`src/rtl/fb_fill_ctrl.sv`:
```
// rtl/fb_fill_ctrl.sv - rectangle fill engine sharing one framebuffer port with host accesses
module fb_fill_ctrl #(
   parameter int DATA_WIDTH  = 8,
   parameter int COORD_WIDTH = 8
) (
   input  logic                     clk,
   input  logic                     rst,
   input  logic                     cmd_valid,
   output logic                     cmd_ready,
   input  logic [COORD_WIDTH-1:0]   cmd_x,
   input  logic [COORD_WIDTH-1:0]   cmd_y,
   input  logic [COORD_WIDTH-1:0]   cmd_w,
   input  logic [COORD_WIDTH-1:0]   cmd_h,
   input  logic [DATA_WIDTH-1:0]    cmd_color,
   input  logic                     host_req,
   input  logic                     host_we,
   input  logic [2*COORD_WIDTH-1:0] host_addr,
   input  logic [DATA_WIDTH-1:0]    host_wdata,
   output logic                     host_ack,
   output logic                     host_rvalid,
   output logic [DATA_WIDTH-1:0]    host_rdata,
   output logic [2*COORD_WIDTH-1:0] mem_addr_a,
   output logic [DATA_WIDTH-1:0]    mem_data_a,
   output logic                     mem_we_a,
   input  logic [DATA_WIDTH-1:0]    mem_q_a,
   output logic                     busy,
   output logic                     done
);

   localparam logic [COORD_WIDTH-1:0] C_ONE = 1;

   typedef enum logic [1:0] {S_IDLE, S_FILL, S_DONE} state_t;

   state_t                  r_state;
   state_t                  w_next;
   logic [COORD_WIDTH-1:0]  r_x0, r_y0, r_w, r_h;
   logic [DATA_WIDTH-1:0]   r_color;
   logic [COORD_WIDTH-1:0]  r_cx, r_cy;
   logic                    r_last_fill;
   logic                    r_rvalid;
   logic                    w_host_g, w_fill_g;
   logic                    w_row_end, w_last_px;
   logic [COORD_WIDTH-1:0]  w_px_x, w_px_y;

   // current pixel, wrapping independently in x and y
   assign w_px_x    = r_x0 + r_cx;
   assign w_px_y    = r_y0 + r_cy;
   assign w_row_end = (r_cx == r_w - C_ONE);
   assign w_last_px = w_row_end && (r_cy == r_h - C_ONE);

   // read data is only presented alongside its valid strobe
   assign host_rvalid = r_rvalid;
   assign host_rdata  = r_rvalid ? mem_q_a : '0;

   // state register
   always_ff @(posedge clk) begin
      if (rst) r_state <= S_IDLE;
      else     r_state <= w_next;
   end

   // next state, arbitration and memory port A drive
   always_comb begin
      w_next     = r_state;
      cmd_ready  = 1'b0;
      busy       = 1'b0;
      done       = 1'b0;
      w_host_g   = 1'b0;
      w_fill_g   = 1'b0;
      host_ack   = 1'b0;
      mem_addr_a = '0;
      mem_data_a = '0;
      mem_we_a   = 1'b0;
      if (!rst) begin
         // on contention the host wins only if the fill had the port last
         w_host_g = host_req && ((r_state != S_FILL) || r_last_fill);
         w_fill_g = (r_state == S_FILL) && !w_host_g;
         case (r_state)
            S_IDLE: begin
               cmd_ready = 1'b1;
               if (cmd_valid)
                  w_next = ((cmd_w == '0) || (cmd_h == '0)) ? S_DONE : S_FILL;
            end
            S_FILL: begin
               busy = 1'b1;
               if (w_fill_g && w_last_px) w_next = S_DONE;
            end
            S_DONE: begin
               busy   = 1'b1;
               done   = 1'b1;
               w_next = S_IDLE;
            end
            default: w_next = S_IDLE;
         endcase
         if (w_host_g) begin
            host_ack   = 1'b1;
            mem_addr_a = host_addr;
            mem_data_a = host_wdata;
            mem_we_a   = host_we;
         end else if (w_fill_g) begin
            mem_addr_a = {w_px_y, w_px_x};
            mem_data_a = r_color;
            mem_we_a   = 1'b1;
         end
      end
   end

   // command latch, pixel counters, last-grant and read-valid tracking
   always_ff @(posedge clk) begin
      if (rst) begin
         r_x0        <= '0;
         r_y0        <= '0;
         r_w         <= '0;
         r_h         <= '0;
         r_color     <= '0;
         r_cx        <= '0;
         r_cy        <= '0;
         r_last_fill <= 1'b1;
         r_rvalid    <= 1'b0;
      end else begin
         if ((r_state == S_IDLE) && cmd_valid) begin
            r_x0    <= cmd_x;
            r_y0    <= cmd_y;
            r_w     <= cmd_w;
            r_h     <= cmd_h;
            r_color <= cmd_color;
            r_cx    <= '0;
            r_cy    <= '0;
         end else if (w_fill_g) begin
            if (w_row_end) begin
               r_cx <= '0;
               r_cy <= r_cy + C_ONE;
            end else begin
               r_cx <= r_cx + C_ONE;
            end
         end
         if (w_host_g)      r_last_fill <= 1'b0;
         else if (w_fill_g) r_last_fill <= 1'b1;
         r_rvalid <= w_host_g && !host_we;
      end
   end

endmodule

```
`config.mk`:
```
export PLATFORM = sky130hd
export DESIGN_NAME = fb_fill_ctrl
export DESIGN_NICKNAME = d
export VERILOG_FILES = /design/src/rtl/fb_fill_ctrl.sv
export SDC_FILE = /design/constraint.sdc
export NUM_CORES = 1
export LEC_CHECK = 0
export CELL_PAD_IN_SITES_DETAIL_PLACEMENT = 1
export CELL_PAD_IN_SITES_GLOBAL_PLACEMENT = 1
export CORE_UTILIZATION = 37
export DETAILED_ROUTE_END_ITERATION = 10
export GPL_TIMING_DRIVEN = 0
export PLACE_DENSITY_LB_ADDON = 0.1
export SETUP_SLACK_MARGIN = 0.05
export SYNTH_ARGS = -nofsm -noshare
export SYNTH_HDL_FRONTEND = slang
export SYNTH_SLANG_ARGS = --single-unit
```
`constraint.sdc`:
```
create_clock -name clk -period 5.8 [get_ports clk]
set_input_delay 1.16 -clock clk [delete_from_list [all_inputs] [get_ports clk]]
set_output_delay 1.16 -clock clk [all_outputs]
set_load 0.02 [all_outputs]
```
Word level (Yosys, flattened, before mapping)
Cells that the tools add are included.

Register bits after elaboration: 60. Bits of input ports: 77. Output and inout port bits: 38.

$add $sub $neg: 6. Equality and inequality tests: 7. Multiplexer cells: 27. Reduce and logical (&&, ||, !) cells: 18.

Operators with widths (number): $mux W16 (3); $mux W8 (5); $add A8 B1 Y8 const B (2); $add A8 B8 Y8 (2); $eq A8 B8 Y1 (2); $logic_not A8 Y1 (2); $sub A8 B1 Y8 const B (2); $mux W1 (15); $logic_and A1 B1 Y1 (6); $mux W2 (3); $ne A2 B1 Y1 const B (2); $pmux W2 S2 (1); $reduce_and A2 Y1 (2); $reduce_or A2 Y1 (2); $eq A2 B1 Y1 const B (1); $eq A2 B2 Y1 const B (1); $logic_not A1 Y1 (2); $logic_not A2 Y1 (1); $logic_or A1 B1 Y1 (2); $ne A2 B2 Y1 const B (1); $reduce_bool A2 Y1 (1).

Depth between registers and ports, before layout
Gate-level depths: netlist of the first run.

Depth in word-level cells: 8. Mapped depth: 8.

Least setup slack after synthesis of the first run
No wires, ideal clock.

Path type: input port to output port. Start point: in rst. End point: out mem_addr_a[10]. Data arrival time: 2386 ps. Required time: 4640 ps. Slack: 2254 ps. Stages: 6. Buffers on the path: 2. Cell sequence: inv_1 o211a_1 clkbuf_1 buf_1 nand2_1 o21ai_0.

Cells in the longest elaborated chain, start to end: 1.

RTL lines: from (decl) (RTL line 7) `input logic rst,`; $mux W16 (RTL line 73) `if (!rst) begin`; to (decl) (RTL line 22) `output logic [2*COORD_WIDTH-1:0] mem_addr_a,`.

No other way between the ends.

Worst setup path in the final report of the first run
Start point: in host_req. End point: out mem_addr_a[0].

Cells in the longest elaborated chain, start to end: 6.

RTL lines: from (decl) (RTL line 15) `input logic host_req,`; $logic_and A1 B1 Y1 * (RTL line 75) `w_host_g = host_req && ((r_state != S_FILL) || r_last_fill);`; $logic_not A1 Y1 (RTL line 76) `w_fill_g = (r_state == S_FILL) && !w_host_g;`; $logic_and A1 B1 Y1 (RTL line 76); $mux W16 (RTL line 99) `end else if (w_fill_g) begin`; $mux W16 * (RTL line 94) `if (w_host_g) begin`; $mux W16 * (RTL line 73).

Mark *: on every way between the ends. The rest lies on a longest branch, timed or not.

==> flow_metrics.env, run 1 <==
export IMPL_p_leak_nw=2.03
export IMPL_synthFlopType="dfxtp_1"
export IMPL_regArea_mm2=0.00120
export IMPL_crit_arrival_ns=3.85
export IMPL_ir_drop_mv=0.115
export IMPL_tns_ns=0
export IMPL_ys_warn_count=0
export IMPL_report_final_hold_viol_count=0
export IMPL_synthCells=486
export IMPL_wirelength_um=11600
export IMPL_power_density_mw_per_mm2=228
export IMPL_die_area_mm2=0.0106
export IMPL_netSwitchingFraction=0.324
export IMPL_cpLargestDelayFamily="buffers and inverters"
export IMPL_nFillCells=1259
export IMPL_drv_slew=0
export IMPL_worstPathMaxFanout=10
export IMPL_finalSetupViolations=0
export IMPL_syn_area_mm2=0.00377
export IMPL_place_gp_congestion=0.825
export IMPL_cts_root_buf="clkbuf_8"
export IMPL_layoutNonFillerInstCount=749
export IMPL_path_class="in2out"
export IMPL_worst_path_largest_cell_delay_ns=0.60
export IMPL_grt_start_max_net_pins=11
export IMPL_rows=36
export IMPL_m1WireLength_um=5350
export IMPL_outcome="completed"
export IMPL_grt_first_pass_wirelength_um=18200
export IMPL_maxSlewHeadroom=0.483
export IMPL_crit_chain="clkdlybuf4s50_1 -> a21bo_2 -> nor2_1 -> clkbuf_1 -> a22o_1 -> clkdlybuf4s50_1"
export IMPL_top_layer_used="met4"
export IMPL_wl_met3_um=661
export IMPL_combinationalPowerShare=0.303
export IMPL_htree_levels=3
export IMPL_die_h_um=103
export IMPL_path_common_cell="clkdlybuf4s50_1"
export IMPL_stdcell_area_mm2=0.00526
export IMPL_dr_wl_met2_um=5430
export IMPL_critPathCaptureType="output port"
export IMPL_clkSinkCount=60
export IMPL_grt_setup_unrepaired="false"
export IMPL_grtUsageTotal=0.224
export IMPL_synthTopCellsByArea="dfxtp_1 (32%), nand2_1 (11%), a21oi_1 (7.7%)"
export IMPL_viasPerCell=5.17
export IMPL_yosysTopAreaCell="dfxtp_1"
export IMPL_period_minus_slack_ns=5.01
export IMPL_finalClockSkew_ns=0.00675
export IMPL_seq_power_share=0.395
export IMPL_core_mm2=0.00982
export IMPL_fin_crit_sh=0.863
export IMPL_start_kind="primary input"
export IMPL_synth_most_common_cell="nand2_1"
export IMPL_mappedNetlistNets=586
export IMPL_io_pins=115
export IMPL_critPathSlowestCell="clkdlybuf4s50_1"
export IMPL_synth_edff_count=0
export IMPL_drc=0
export IMPL_drt_first_pass_iters=4
export IMPL_cp_data_required_time_ns=4.64
export IMPL_ant_nets=0
export IMPL_ys_types=53
export IMPL_clk_pin_slew_worst_paths_ns=0.07
export IMPL_ys_seq_elements=60
export IMPL_nNetsFinal=711
export IMPL_max_freq_mhz=200
export IMPL_wl_per_cell_um=15.5
export IMPL_pre_cts_ws_ns=0.771
export IMPL_synthArstFlopShare=0
export IMPL_multi_input_area_mm2=0.00240
export IMPL_cts_tree="yes"
export IMPL_grt_pass1_vias=3915
export IMPL_numCtsBuffers=9
export IMPL_yosysSeqAreaShare=0.319
export IMPL_die_w_um=103
export IMPL_drt_iter0_drc=122
export IMPL_initial_core_util=0.384
export IMPL_diodes=0
export IMPL_cts_buffer_depth=2
export IMPL_cts_resized=0
export IMPL_postPlaceCellArea_mm2=0.00508
export IMPL_yosys_area_top_type_share=0.319
export IMPL_power_switching_uw=389
export IMPL_fin_ws_ns=0.794
export IMPL_vias=3872
export IMPL_dpl_hpwl_um=9370
export IMPL_syn_to_final_growth_pct=39.6
export IMPL_postCtsHoldBufs=0
export IMPL_drive_gt1_frac=0.0503
export IMPL_whs_ns=0.459
export IMPL_synth_common_cells="nand2_1 (114), dfxtp_1 (60), a21oi_1 (58), ha_1 (21), xor2_1 (20)"
export IMPL_crit_buf_inv=3
export IMPL_clkPwrFrac=0.302
export IMPL_worst_slew_pin_slew_ns=0.773
export IMPL_worstHoldPathType="reg2reg"
export IMPL_antenna_found_initial=0
export IMPL_gr_total_overflow=0
export IMPL_postCtsSetupRepairBufs=0
export IMPL_placed_cells_incl_taps=733
export IMPL_portBuffers=114
export IMPL_maxCapViolCount=0
export IMPL_syn_area_per_cell_um2=7.75
export IMPL_clock_latency_ns=0.34
export IMPL_p_int_uw=813
==> placed cells by master (no fill, tap or decap), types with 4 or more instances in the layout <==
| master | instances |
|---|---|
| a21o_1 | 4 |
| a21oi_1 | 58 |
| a22o_1 | 12 |
| and2_1 | 11 |
| and3_1 | 5 |
| buf_1 | 4 |
| clkbuf_1 | 19 |
| clkbuf_8 | 11 |
| clkdlybuf4s50_1 | 114 |
| dfxtp_1 | 60 |
| ha_1 | 21 |
| inv_1 | 13 |
| nand2_1 | 114 |
| nand3_1 | 7 |
| nand4_1 | 7 |
| nor2_1 | 8 |
| nor2b_1 | 4 |
| nor3_1 | 16 |
| nor4_1 | 8 |
| o21ai_0 | 19 |
| o21bai_1 | 4 |
| or3_1 | 6 |
| or4_1 | 4 |
| xnor2_1 | 17 |
| xor2_1 | 20 |
==> worst paths after layout <==
check | to | cells after the start | slack, ns | from
hold reg to reg | r_color[1]$_SDFFE_PP0P_ | 2 | 0.46 | r_color[1]$_SDFFE_PP0P_
hold / removal | r_color[1]$_SDFFE_PP0P_ | 2 | 0.46 | r_color[1]$_SDFFE_PP0P_
setup reg to reg | r_cy[3]$_SDFFE_PP0P_ | 8 | 2.89 | r_w[0]$_SDFFE_PP0P_
setup / recovery | mem_addr_a[0] | 6 | 0.79 | host_req
==> sequential cells by signal, indices dropped and copies added, names as in the netlist <==
signal / flops
r_color: 8
r_cy: 8
r_y0: 8
r_last_fill: 1
r_x0: 8
r_state: 2
host_rvalid: 1
r_h: 8
r_w: 8
r_cx: 8
==> layer usage <==
layer  track usage  vias up
li1              -     1955
met1         0.271     1796
met2         0.398      107
met3        0.0373       14
met4        0.0802        0
met5             0        -
==> logic make-up after synthesis <==
group / count (synthesis) / synth area share
mux: 4 / 0.0110
simple gates: 207 / 0.262
xor+xnor: 37 / 0.0860
compound gates: 118 / 0.198
buf+inv: 37 / 0.0442
fa+ha+maj: 23 / 0.0803
flops: 60 / 0.319
==> worst register-to-register path, delay by kind of cell, from the launching register on <==
family / cells / cell delay [ns]
fa+ha+maj: 1 / 0.18
simple gates: 3 / 1.34
xor+xnor: 1 / 0.18
flops: 1 / 0.36
buf+inv: 1 / 0.08
compound gates: 2 / 0.70
==> through the flow <==
step           total power, mW  utilization
6_report                  1.20        0.536
2_1_floorplan            0.698            -
4_1_cts                   1.21        0.536
5_1_grt                   1.27        0.536
3_5_place_dp             0.849        0.517
3_3_place_gp             0.834        0.517
==> final cells by class <==
class	count	share of cell area
sequential	60	0.228
clock buffer	11	0.0250
clock inverter	5	0.00999
timing repair buffer	114	0.217
tap	133	0.0316
multi-input combinational	389	0.456
inverter	13	0.00928
buffer	24	0.0224
==> power groups by stage <==
stage	sequential, mW	clock, mW	combinational, mW
finish	0.474	0.362	0.364
global route	0.479	0.394	0.401
CTS	0.474	0.371	0.368
detailed placement	0.484	0	0.365
global placement	0.482	0	0.352
floorplan	0.474	0	0.224
(Power assumes the default switching activity.)
==> run 2, diff against run 1 <==
--- a/config.mk
+++ b/config.mk
@@ -12,6 +12,7 @@
 export GPL_TIMING_DRIVEN = 0
 export PLACE_DENSITY_LB_ADDON = 0.1
 export SETUP_SLACK_MARGIN = 0.05
+export SKIP_LAST_GASP = 1
 export SYNTH_ARGS = -nofsm -noshare
 export SYNTH_HDL_FRONTEND = slang
 export SYNTH_SLANG_ARGS = --single-unit
==> results of run 2 <==
No change in the layout: final DEF, timing and power equal those of run 1.
